--- config.mk ---
export PLATFORM = sky130hd
export DESIGN_NAME = prefix_carry_pipe
export DESIGN_NICKNAME = d
export VERILOG_FILES = /design/src/rtl/mac_pkg.sv /design/src/rtl/prefix_dot.sv /design/src/rtl/prefix_carry_pipe.sv
export SDC_FILE = /design/constraint.sdc
export NUM_CORES = 1
export LEC_CHECK = 0
export CAP_MARGIN = 20
export CORE_AREA = 2 2 95 97
export CTS_CLUSTER_DIAMETER = 50
export DETAILED_ROUTE_END_ITERATION = 8
export DIE_AREA = 0 0 97 99
export HOLD_SLACK_MARGIN = 0.08
export PLACE_DENSITY = 0.83
export SLEW_MARGIN = 5
export SYNTH_ARGS = -nofsm -noshare
export SYNTH_HDL_FRONTEND = slang
export SYNTH_SLANG_ARGS = --single-unit
--- constraint.sdc ---
create_clock -name clk -period 3.9 [get_ports clk]
set_input_delay 0.975 -clock clk [delete_from_list [all_inputs] [get_ports clk]]
set_output_delay 0.975 -clock clk [all_outputs]
set_load 0.05 [all_outputs]
--- src/rtl/mac_pkg.sv ---
// Shared constants and helpers for the MAC accumulator datapath.
// Prefix-level count and stage split for the carry pipeline.
package mac_pkg;

  localparam int MAC_WIDTH = 16;

  function automatic int PREFIX_LEVELS(input int w);
    return $clog2(w);
  endfunction

  function automatic int prefix_split(input int w);
    return (PREFIX_LEVELS(w) + 1) / 2;
  endfunction

  localparam int PREFIX_SPLIT = prefix_split(MAC_WIDTH);

endpackage

--- src/rtl/prefix_dot.sv ---
// Kogge-Stone black cell: (G,P)i o (G,P)j.
// Purely combinational.
module prefix_dot (
  input  logic gi,
  input  logic pi,
  input  logic gj,
  input  logic pj,
  output logic go,
  output logic po
);

  assign go = gi | (pi & gj);
  assign po = pi & pj;

endmodule

--- src/rtl/prefix_carry_pipe.sv ---
// Three-stage Kogge-Stone carry generator.
// Valid/ready pipeline, one op per cycle.
module prefix_carry_pipe
  import mac_pkg::*;
#(
  parameter int WIDTH = MAC_WIDTH
) (
  input  logic             clk,
  input  logic             rst_n,
  input  logic             in_valid,
  output logic             in_ready,
  input  logic [WIDTH-1:0] a,
  input  logic [WIDTH-1:0] b,
  input  logic             cin,
  output logic             out_valid,
  input  logic             out_ready,
  output logic [WIDTH-1:0] p_out,
  output logic [WIDTH-1:0] c_out,
  output logic             cin_out
);

  localparam int L     = PREFIX_LEVELS(WIDTH);
  localparam int SPLIT = prefix_split(WIDTH);
  localparam int N2    = L - SPLIT;

  logic             v0_q, v1_q, v2_q;
  logic             v0_d, v1_d, v2_d;
  logic             ld0, ld1, ld2;

  logic [WIDTH-1:0] p0_q, g0_q;
  logic [WIDTH-1:0] p0_d, g0_d;
  logic             cin0_q, cin0_d;

  logic [WIDTH-1:0] p1_q, g1_q, gp1_q;
  logic [WIDTH-1:0] p1_d, g1_d, gp1_d;
  logic             cin1_q, cin1_d;

  logic [WIDTH-1:0] p2_q, c_q;
  logic [WIDTH-1:0] p2_d, c_d;
  logic             cin2_q, cin2_d;

  logic [WIDTH-1:0] s1_g, s1_p;
  logic [WIDTH-1:0] s2_g;
  logic             unused_pg;

  // Stage 1 prefix levels 1..SPLIT
  for (genvar k = 0; k < SPLIT; k++) begin : g_s1
    localparam int D = 1 << k;
    logic [WIDTH-1:0] gi, pi, go, po;
    if (k == 0) begin : g_src
      assign gi = g0_q;
      assign pi = p0_q;
    end else begin : g_src
      assign gi = g_s1[k-1].go;
      assign pi = g_s1[k-1].po;
    end
    for (genvar i = 0; i < WIDTH; i++) begin : g_bit
      if (i < D) begin : g_pass
        assign go[i] = gi[i];
        assign po[i] = pi[i];
      end else begin : g_cell
        prefix_dot u_dot (
          .gi(gi[i]),
          .pi(pi[i]),
          .gj(gi[i-D]),
          .pj(pi[i-D]),
          .go(go[i]),
          .po(po[i])
        );
      end
    end
  end

  assign s1_g = g_s1[SPLIT-1].go;
  assign s1_p = g_s1[SPLIT-1].po;

  // Stage 2 prefix levels SPLIT+1..L
  for (genvar k = 0; k < N2; k++) begin : g_s2
    localparam int D = 1 << (SPLIT + k);
    logic [WIDTH-1:0] gi, pi, go, po;
    if (k == 0) begin : g_src
      assign gi = g1_q;
      assign pi = gp1_q;
    end else begin : g_src
      assign gi = g_s2[k-1].go;
      assign pi = g_s2[k-1].po;
    end
    for (genvar i = 0; i < WIDTH; i++) begin : g_bit
      if (i < D) begin : g_pass
        assign go[i] = gi[i];
        assign po[i] = pi[i];
      end else begin : g_cell
        prefix_dot u_dot (
          .gi(gi[i]),
          .pi(pi[i]),
          .gj(gi[i-D]),
          .pj(pi[i-D]),
          .go(go[i]),
          .po(po[i])
        );
      end
    end
  end

  assign s2_g      = g_s2[N2-1].go;
  assign unused_pg = ^g_s2[N2-1].po;

  // Load enables ripple back from the output handshake
  always_comb begin
    ld2  = !v2_q || out_ready;
    ld1  = !v1_q || ld2;
    ld0  = !v0_q || ld1;
    v0_d = ld0 ? in_valid : v0_q;
    v1_d = ld1 ? v0_q : v1_q;
    v2_d = ld2 ? v1_q : v2_q;
  end

  // Datapath next state; registers move only on a real load
  always_comb begin
    p0_d   = p0_q;
    g0_d   = g0_q;
    cin0_d = cin0_q;
    p1_d   = p1_q;
    g1_d   = g1_q;
    gp1_d  = gp1_q;
    cin1_d = cin1_q;
    p2_d   = p2_q;
    c_d    = c_q;
    cin2_d = cin2_q;
    if (ld0 && in_valid) begin
      p0_d    = a ^ b;
      g0_d    = a & b;
      g0_d[0] = (a[0] & b[0]) | ((a[0] ^ b[0]) & cin);
      cin0_d  = cin;
    end
    if (ld1 && v0_q) begin
      p1_d   = p0_q;
      g1_d   = s1_g;
      gp1_d  = s1_p;
      cin1_d = cin0_q;
    end
    if (ld2 && v1_q) begin
      p2_d   = p1_q;
      c_d    = s2_g;
      cin2_d = cin1_q;
    end
  end

  // Pipeline state registers
  always_ff @(posedge clk or negedge rst_n) begin
    if (!rst_n) begin
      v0_q   <= 1'b0;
      v1_q   <= 1'b0;
      v2_q   <= 1'b0;
      p0_q   <= '0;
      g0_q   <= '0;
      cin0_q <= 1'b0;
      p1_q   <= '0;
      g1_q   <= '0;
      gp1_q  <= '0;
      cin1_q <= 1'b0;
      p2_q   <= '0;
      c_q    <= '0;
      cin2_q <= 1'b0;
    end else begin
      v0_q   <= v0_d;
      v1_q   <= v1_d;
      v2_q   <= v2_d;
      p0_q   <= p0_d;
      g0_q   <= g0_d;
      cin0_q <= cin0_d;
      p1_q   <= p1_d;
      g1_q   <= g1_d;
      gp1_q  <= gp1_d;
      cin1_q <= cin1_d;
      p2_q   <= p2_d;
      c_q    <= c_d;
      cin2_q <= cin2_d;
    end
  end

  assign in_ready  = ld0;
  assign out_valid = v2_q;
  assign p_out     = p2_q;
  assign c_out     = c_q;
  assign cin_out   = cin2_q;

endmodule

==> impl_results.md, run 1 <==
- Clk_lat worst skew: 520 ps
- Synth Area per Inst: 13.5 µm²
- DP HPWL: 6.74 mm
- Number of synthesized flops with an enable pin: 0
- Cts repair resizes: 0
- Ant. Diodes: 0
- Netlist cell types: 29
- Clock buffer count from CTS: 17
- RSZ-0062 raised after global routing: no
- Register area share after synthesis: 0.584
- # rows: 34
- Share of flip-flops with an asynchronous set or reset: 1.00
- Proportion of layout cells with a drive suffix above 1: 0.291
- Leak: 2.76 nW
- Cell repeated most along the worst path: clkdlybuf4s50_1
- Routed wire length: slightly below 10 mm
- # nets final: 494
- Gate Count Post-Synth: 361
- GRT Residual Overflow: 0
- Sum Neg Setup Slack: 0 ps
- Psw: ~1.7 mW
- Max cap viols: 0
- Combinational share of power: 0.310
- 1st-pass router iterations: 4
- Die width: 97 µm
- Total clock sinks: 114
- Startpoint class of the critical path: primary input
- Wirelength per Cell: 17.5 µm
- Synth top cells by count: dfrtp_1, mux2_2, a21oi_1
- Largest net degree at the start of global routing: 67
- Slowest cell on crit path: clkdlybuf4s50_1
- Synth top area share: 0.584
- Final Hold Viols: 0
- Pwr per Cell Area: 754 nW/µm²
- Clock share of power: 0.314
- Area contributors post-synth: dfrtp_1, mux2_2, ha_1
- Final Total Pwr: 4.70 mW
- Clock transition at the registers of the reported paths: 60 ps
- Gr usage total: 0.218
- Residual DRC: 0
- Fin util: 0.729
- GPL Wtd Cong: 0.820
- Sequential power share: 0.376
- I/O pin count: about 70
- Count leader, synth: dfrtp_1
- Vias in the first global route: 3307
- Data arrival, critical path: 2530 ps
- Synth area leader: dfrtp_1
- Synthesis-stage register bit count: 114
- I/O Buffers: 71
- Clk_skew: 8.84 ps
- Clk buf depth: 2
- Crit-path max FO: 5
- Ys flop type: dfrtp_1
- Relative slew slack: 0.492
- Minimum clock period: 3500 ps
- Setup CP Type: in2out
- Routed Antenna Nets: 0
- Max Slew Vio Count: 0
- Status: completed
- FMAX: 286 MHz
- Vias: 3176
- DRT iter0 DRCs: 224
- Buf/Inv on CP: 2
- Switching share of power: 0.355
- Yosys warns: 0
- Setup-failing EPs final: 0
- Mapped cell area: 4890 µm²
- CP Cell Sequence: clkdlybuf4s50_1, nand4b_2, clkdlybuf4s50_1
- Initial Utilization: 0.571
- Clk root buf: clkbuf_8
- Syn-to-layout area delta: 27.7%
- Die area: between 9000 and 10000 µm²
- Drt via density: ~5.7
- P_int: 3.03 mW
- Top cell family by delay on the critical path: buffers and inverters
- Syn nets: slightly above 400
- Hold buffers post-CTS: 0
- Worst-Margin Slew: 759 ps
- Vert. Die Dim: between 90 and 100 µm
- Hold Path Class: in2async
- Fillers: 571
- Post-CTS setup buffers: 0
- Worst vdd ir: 0.399 mV
- Final Cycle Share: 0.898
- Critical path endpoint category: output pin
- Core Area: 8550 µm²
- CTS H-tree depth: 4
- TritonCTS clock tree: built
- CP max stage delay: 840 ps
- Worst Path Required: 2920 ps
- Antenna violations before repair: 0
- First-pass GRT wire length: 16.1 mm
## path summary, 6_finish.rpt
check | slack, ps | to | startpoint | cells past startpoint
worst max-delay path | 400 | in_ready | out_ready | 3
worst max register to register | 1580 | g_s2[0].pi[13] | v1_q | 4
min in group clk | 500 | p_out[14] | p1_q[14] | 1
worst min register to register | 500 | p_out[14] | p1_q[14] | 1
max in group asynchronous | 2670 | g1_q[4] | rst_n | 2
worst min-delay path | 470 | p1_q[0] | rst_n | 1
## cell type report
class | count | area [µm²] | area share
Sequential cell | 114 | 2850 | 0.457
Clock buffer | 17 | 414 | 0.0664
Tap cell | 108 | 135 | 0.0217
Multi-Input combinational cell | 226 | 1880 | 0.302
Inverter | 6 | 22.5 | 0.00361
Timing Repair Buffer | 76 | 771 | 0.124
Clock inverter | 15 | 160 | 0.0257
## placed cells by master (no fill, tap or decap), types with 3 or more instances in the layout
cell	Yosys	routed
mux2_2	91	91
clkbuf_16	0	16
mux2_1	4	4
buf_4	0	4
dfrtp_1	114	114
clkinv_4	0	6
a21oi_1	36	36
clkdlybuf4s50_1	0	70
nor2_1	12	12
o21ai_0	18	18
a21o_1	3	3
inv_1	6	6
a31oi_1	6	6
ha_1	16	16
nand2b_1	4	4
o211ai_1	3	3
and3_1	3	3
clkinv_2	0	3
nand2_1	16	16
## state kept, by name, indices dropped and copies added (netlist names), 12 cells and up
name / cells
g1_q: 16
g0_q: 16
c_out: 16
g_s1.pi: 16
p_out: 16
g_s2.pi: 12
p1_q: 16
## metrics by stage
| stage | hold slack [ps] | setup slack (ps) | instance area [µm²] | cells |
|---|---|---|---|---|
| final | 466 | 399 | 6240 | 562 |
| after global routing | 507 | 396 | 6240 | 562 |
| after CTS | 479 | 430 | 6240 | 562 |
| after detailed placement | 490 | 435 | 5660 | 530 |
| after global placement | 485 | 456 | 5660 | 530 |
| after floorplan | 470 | 1470 | 4890 | 361 |
## cells by family (layout without fill, tap and decap cells)
logic type	Yosys count	in the layout	share of synthesized area
compound gates	71	71	0.0807
fa+ha+maj	16	16	0.0410
buf+inv	21	114	0.0310
flops	114	114	0.584
mux	96	96	0.221
simple gates	43	43	0.0425
## power groups by stage
stage	registers [mW]	logic, mW	clock network [mW]
after floorplan	2.23	0.484	0
after global placement	1.77	1.42	0
after detailed placement	1.78	1.46	0
after CTS	1.77	1.47	1.49
after global routing	1.81	1.54	1.55
final	1.77	1.46	1.47
## per-layer routing
layer / wire [µm] / track usage
met1: 4500 / 0.279
met2: 4690 / 0.352
met3: 486 / 0.0688
met4: 150 / 0.0823
met5: 0 / 0
Note: power is estimated with default switching activity, not from simulation.
==> inputs of run 2 (changes only) <==
--- a/config.mk
+++ b/config.mk
@@ -10,6 +10,7 @@
 export CTS_CLUSTER_DIAMETER = 50
 export DETAILED_ROUTE_END_ITERATION = 8
 export DIE_AREA = 0 0 97 99
+export GPL_TIMING_DRIVEN = 0
 export HOLD_SLACK_MARGIN = 0.08
 export PLACE_DENSITY = 0.83
 export SLEW_MARGIN = 5
==> run 2 against run 1 <==
  * Non-clock buffer count increased by 11
  * Final cell count grew 1.8%
  * Power shrank 1.1%
  * Combinational power about the same
  * First-iteration DRC count stayed put
  * Fmax grew 0.35%
  * Flip-flop and latch count is the same
  * Die area stayed put
==> impl_results.md, run 2 (same netlist as run 1, synthesis figures left out) <==
- Status: completed
- Worst flop-to-flop path endpoint: g1_q[11]
- CP max stage delay: between 800 and 900 ps
- Gr usage total: 0.232
- Reg2reg setup slack: between 2000 and 2500 ps
- Dpl ws: 426 ps
- Area of the multi-input gates: about 1900 µm²
- Die width: between 90 and 100 µm
- Final Total Pwr: around 4.6 mW
- Proportion of layout cells with a drive suffix above 1: 0.300
- Grt met3 use: 0.0582
- Core Area: 8550 µm²
- Sum Neg Setup Slack: 0 ps
- Met2 GRT Util: 0.368
- I/O pin count: 72
- I/O Buffers: 71
- Fillers: 539
- Max cap viols: 0
- RSZ-0062 raised after global routing: no
- Cell repeated most along the worst path: clkdlybuf4s50_1
- Hold buffers post-CTS: 0
- Worst-Margin Slew: between 500 and 600 ps
- Leak: 2.79 nW
- Worst vdd ir: 0.484 mV
- Vias in the first global route: ~3400
- Worst Reg-to-Reg Cells: 5
- Max Slew Vio Count: 0
- Routed wire length: ~10 mm
- GRT Residual Overflow: 0
- Layout Cells excl Fill: about 570
- Clock buffer count from CTS: 17
- Worst Path Required: 2920 ps
- Final Cycle Share: 0.895
- Vias: 3277
- Crit-path max FO: 5
- DP HPWL: 7.06 mm
- Total clock sinks: 114
- Hold Path Class: in2async
- Relative slew slack: 0.665
- Die area: a little under 10000 µm²
- Busiest grt layer: met2
- GPL Wtd Cong: slightly below 0.8
- Clk root buf: clkbuf_8
- Clock transition at the registers of the reported paths: 50 ps
- Final WS setup: 411 ps
- Vert. Die Dim: 99 µm
- First-pass GRT wire length: 17.2 mm
- Slowest cell on crit path: clkdlybuf4s50_1
- CP Cell Sequence: clkdlybuf4s50_1, nand4b_2, clkdlybuf4s50_1
- Drt via density: 5.73
- Met1 GRT Util: 0.310
- Clk_skew: 7.36 ps
- DRT iter0 DRCs: 224
- Setup CP Type: in2out
- Commonest non-fill, non-tap cell in the layout: dfrtp_1
- Startpoint class of the critical path: primary input
- Setup-failing EPs final: 0
- Wirelength per Cell: 18.3 µm
- Residual DRC: 0
- Cts repair resizes: 0
- Placed cell area: 5760 µm²
- TritonCTS clock tree: built
- R2R Path Start: v1_q
- Data arrival, critical path: 2510 ps
- Routed Antenna Nets: 0
- Syn-to-layout area delta: 29.0%
- Ant. Diodes: 0
- Final Hold Viols: 0
- DP Cell Count: 541
- # rows: 34
- FMAX: between 200 and 300 MHz
- Antenna violations before repair: 0
- Most frequent cells in the layout: dfrtp_1, mux2_2, clkdlybuf4s50_1
- Buf/Inv on CP: 2
- Critical path endpoint category: output pin
- Sequential Area: 2850 µm²
- Initial Utilization: 0.571
- Post-CTS setup buffers: 0
- Pwr per Cell Area: roughly 740 nW/µm²
- Top cell family by delay on the critical path: buffers and inverters
- Clk_lat worst skew: 510 ps
- # nets final: approximately 510
- 1st-pass router iterations: 4
- Minimum clock period: 3490 ps
- Clk buf depth: 2
- Fin area: around 6300 µm²
- Largest net degree at the start of global routing: 100
- CTS H-tree depth: 4
-- run 2: how the worst max path moves through the flow --
stage / start / to / cells after the start
after global placement: rst_n / p_out[14] / 1
after global routing: out_ready / in_ready / 3
after detailed placement: out_ready / in_ready / 3
after floorplan: out_ready / in_ready / 1
final: out_ready / in_ready / 3
after CTS: out_ready / in_ready / 3
-- run 2: stage by stage --
step                      hold WS, ps   util
final                             286  0.737
after global routing              276  0.737
after CTS                         279  0.737
after detailed placement          491  0.674
after global placement            486  0.670
after floorplan                   470      -
-- run 2: area by class of cell --
type | instances | area share
flip-flops and latches | 114 | 0.452
multi-input cells | 226 | 0.298
repair buffers | 72 | 0.117
clock buffers | 21 | 0.0728
well taps | 108 | 0.0214
plain buffers | 15 | 0.0204
clock inverters | 10 | 0.0135
inverters | 6 | 0.00357
-- run 2: routing by layer --
layer  part of all wire  up-vias
li1                   -     1491
met1               0.44     1659
met2               0.48      104
met3              0.054       23
met4              0.022        0
met5                  0        -
-- run 2: report_power, final --
group / internal, mW / switching (mW) / total, mW
Clock: 0.883 / 0.513 / 1.40
Combinational: 0.612 / 0.877 / 1.49
Sequential: 1.52 / 0.242 / 1.76
Total: 3.02 / 1.63 / 4.65
==> inputs of run 3 (changes only) <==
--- a/config.mk
+++ b/config.mk
@@ -6,10 +6,10 @@
 export NUM_CORES = 1
 export LEC_CHECK = 0
 export CAP_MARGIN = 20
-export CORE_AREA = 2 2 95 97
+export CORE_AREA = 2 2 106 88
 export CTS_CLUSTER_DIAMETER = 50
 export DETAILED_ROUTE_END_ITERATION = 8
-export DIE_AREA = 0 0 97 99
+export DIE_AREA = 0 0 108 90
 export GPL_TIMING_DRIVEN = 0
 export HOLD_SLACK_MARGIN = 0.08
 export PLACE_DENSITY = 0.83
==> run 3 against run 2 <==
  * Final area is 0.40% higher
  * Worst setup slack got worse by 7.4 ps
  * Sequential power is essentially flat
  * First-iteration DRC count shrank 32%
  * Critical path depth is the same
  * Fmax shrank 0.21%
  * Sequential share of layout area decreased by 0.18 points
  * Clock power hardly changed
  * Utilization is 1.2 points lower
  * Clock-buffer cell count is 7 higher
  * Flip-flop and latch count stayed put
==> impl_results.md, run 3 (same netlist as run 1, synthesis figures left out) <==
- 1st-pass router iterations: 4
- Residual DRC: 0
- Post-CTS setup buffers: 0
- Placed cell area: 5770 µm²
- Cts repair resizes: 0
- Most frequent cells in the layout: dfrtp_1, mux2_2, clkdlybuf4s50_1
- Vias: 3242
- Antenna violations before repair: 0
- Status: completed
- Largest net degree at the start of global routing: 59
- Layout Cells excl Fill: 580
- GPL Wtd Cong: 0.825
- Data arrival, critical path: 2520 ps
- Ant. Diodes: 0
- Die width: 108 µm
- Clock buffer count from CTS: 17
- Gr usage total: 0.233
- # nets final: 505
- Minimum clock period: 3500 ps
- Core Area: 8730 µm²
- Critical path endpoint category: output pin
- Total clock sinks: 114
- Final Hold Viols: 0
- Clock transition at the registers of the reported paths: 50 ps
- I/O Buffers: 71
- GRT Residual Overflow: 0
- DP Cell Count: 548
- Vert. Die Dim: 90 µm
- Setup CP Type: in2out
- # rows: 31
- Pwr per Cell Area: 742 nW/µm²
- Clk buf depth: 2
- Hold buffers post-CTS: 0
- FMAX: between 200 and 300 MHz
- RSZ-0062 raised after global routing: no
- Leak: approximately 2.8 nW
- Clk root buf: clkbuf_8
- I/O pin count: 72
- Vias in the first global route: 3414
- Max Slew Vio Count: 0
- Area of the multi-input gates: 1880 µm²
- DP HPWL: 7.08 mm
- Setup-failing EPs final: 0
- Startpoint class of the critical path: primary input
- Relative slew slack: 0.651
- Crit-path max FO: 5
- Routed Antenna Nets: 0
- Die area: 9720 µm²
- Worst Path Required: 2920 ps
- Clk_skew: 6.85 ps
- Hold Path Class: in2async
- Final Cycle Share: 0.896
- Worst-Margin Slew: between 500 and 600 ps
- DRT iter0 DRCs: approximately 150
- Proportion of layout cells with a drive suffix above 1: 0.292
- Commonest non-fill, non-tap cell in the layout: dfrtp_1
- Fin area: 6330 µm²
- Max cap viols: 0
- Wirelength per Cell: 17.8 µm
- Drt via density: 5.59
- Clk_lat worst skew: 510 ps
- CTS H-tree depth: 4
- Sequential Area: 2850 µm²
- Initial Utilization: 0.560
- First-pass GRT wire length: 17.1 mm
- Worst vdd ir: 0.474 mV
- TritonCTS clock tree: built
- Syn-to-layout area delta: 29.6%
- Fillers: ~570
- Routed wire length: 10.3 mm
==> run 3: cell types whose count changed in the layout (fill, tap and decap cells not counted), sizes merged <==
| cell | previous run | this run |
|---|---|---|
| clkinvlp | 4 | 0 |
| clkinv | 5 | 3 |
| clkbuf | 24 | 31 |
==> run 3: layout make-up <==
type	instances	share of cell area
Inverter	6	0.00356
Timing Repair Buffer	72	0.117
Multi-Input combinational cell	226	0.297
Tap cell	115	0.0227
Sequential cell	114	0.451
Clock inverter	4	0.00712
Buffer	15	0.0204
Clock buffer	28	0.0814
==> run 3: final timing paths <==
| kind | from | end | slack (ps) | cells after the start |
|---|---|---|---|---|
| worst max-delay path | out_ready | in_ready | 400 | 3 |
| worst min-delay path | rst_n | g_s1[0].pi[0] | 420 | 1 |
| worst max register to register | v1_q | p1_q[0] | 2250 | 5 |
| worst min register to register | p1_q[14] | p1_q[14] | 500 | 1 |
| max in group asynchronous | rst_n | p_out[10] | 2830 | 2 |
| min in group clk | p1_q[14] | p1_q[14] | 500 | 1 |
==> run 3: through the flow <==
stage	worst slack, ps	hold WS, ps	setup TNS [ps]	power [mW]	util
2_1_floorplan	1470	470	0	2.71	-
3_3_place_gp	-2300	486	-261380	3.21	0.658
3_5_place_dp	421	492	0	3.26	0.661
4_1_cts	410	432	0	4.72	0.725
5_1_grt	366	465	0	4.90	0.725
6_report	404	424	0	4.70	0.725
==> run 3: where the power goes <==
group	switching [mW]	internal (mW)	leakage, nW	total (mW)
clock	0.489	0.942	0.279	1.43
sequential	0.252	1.52	1.37	1.77
combinational	0.879	0.613	1.16	1.49
total	1.62	3.08	2.81	4.70
==> run 3: critical path: stages <==
cell,delay [ps]
clkdlybuf4s50_1,490
nand4b_2,200
clkdlybuf4s50_1,850
==> run 3: metal layers <==
metal | share of wire | track usage
met1 | 0.47 | 0.334
met2 | 0.47 | 0.341
met3 | 0.044 | 0.0638
met4 | 0.016 | 0.0897
met5 | 0 | 0
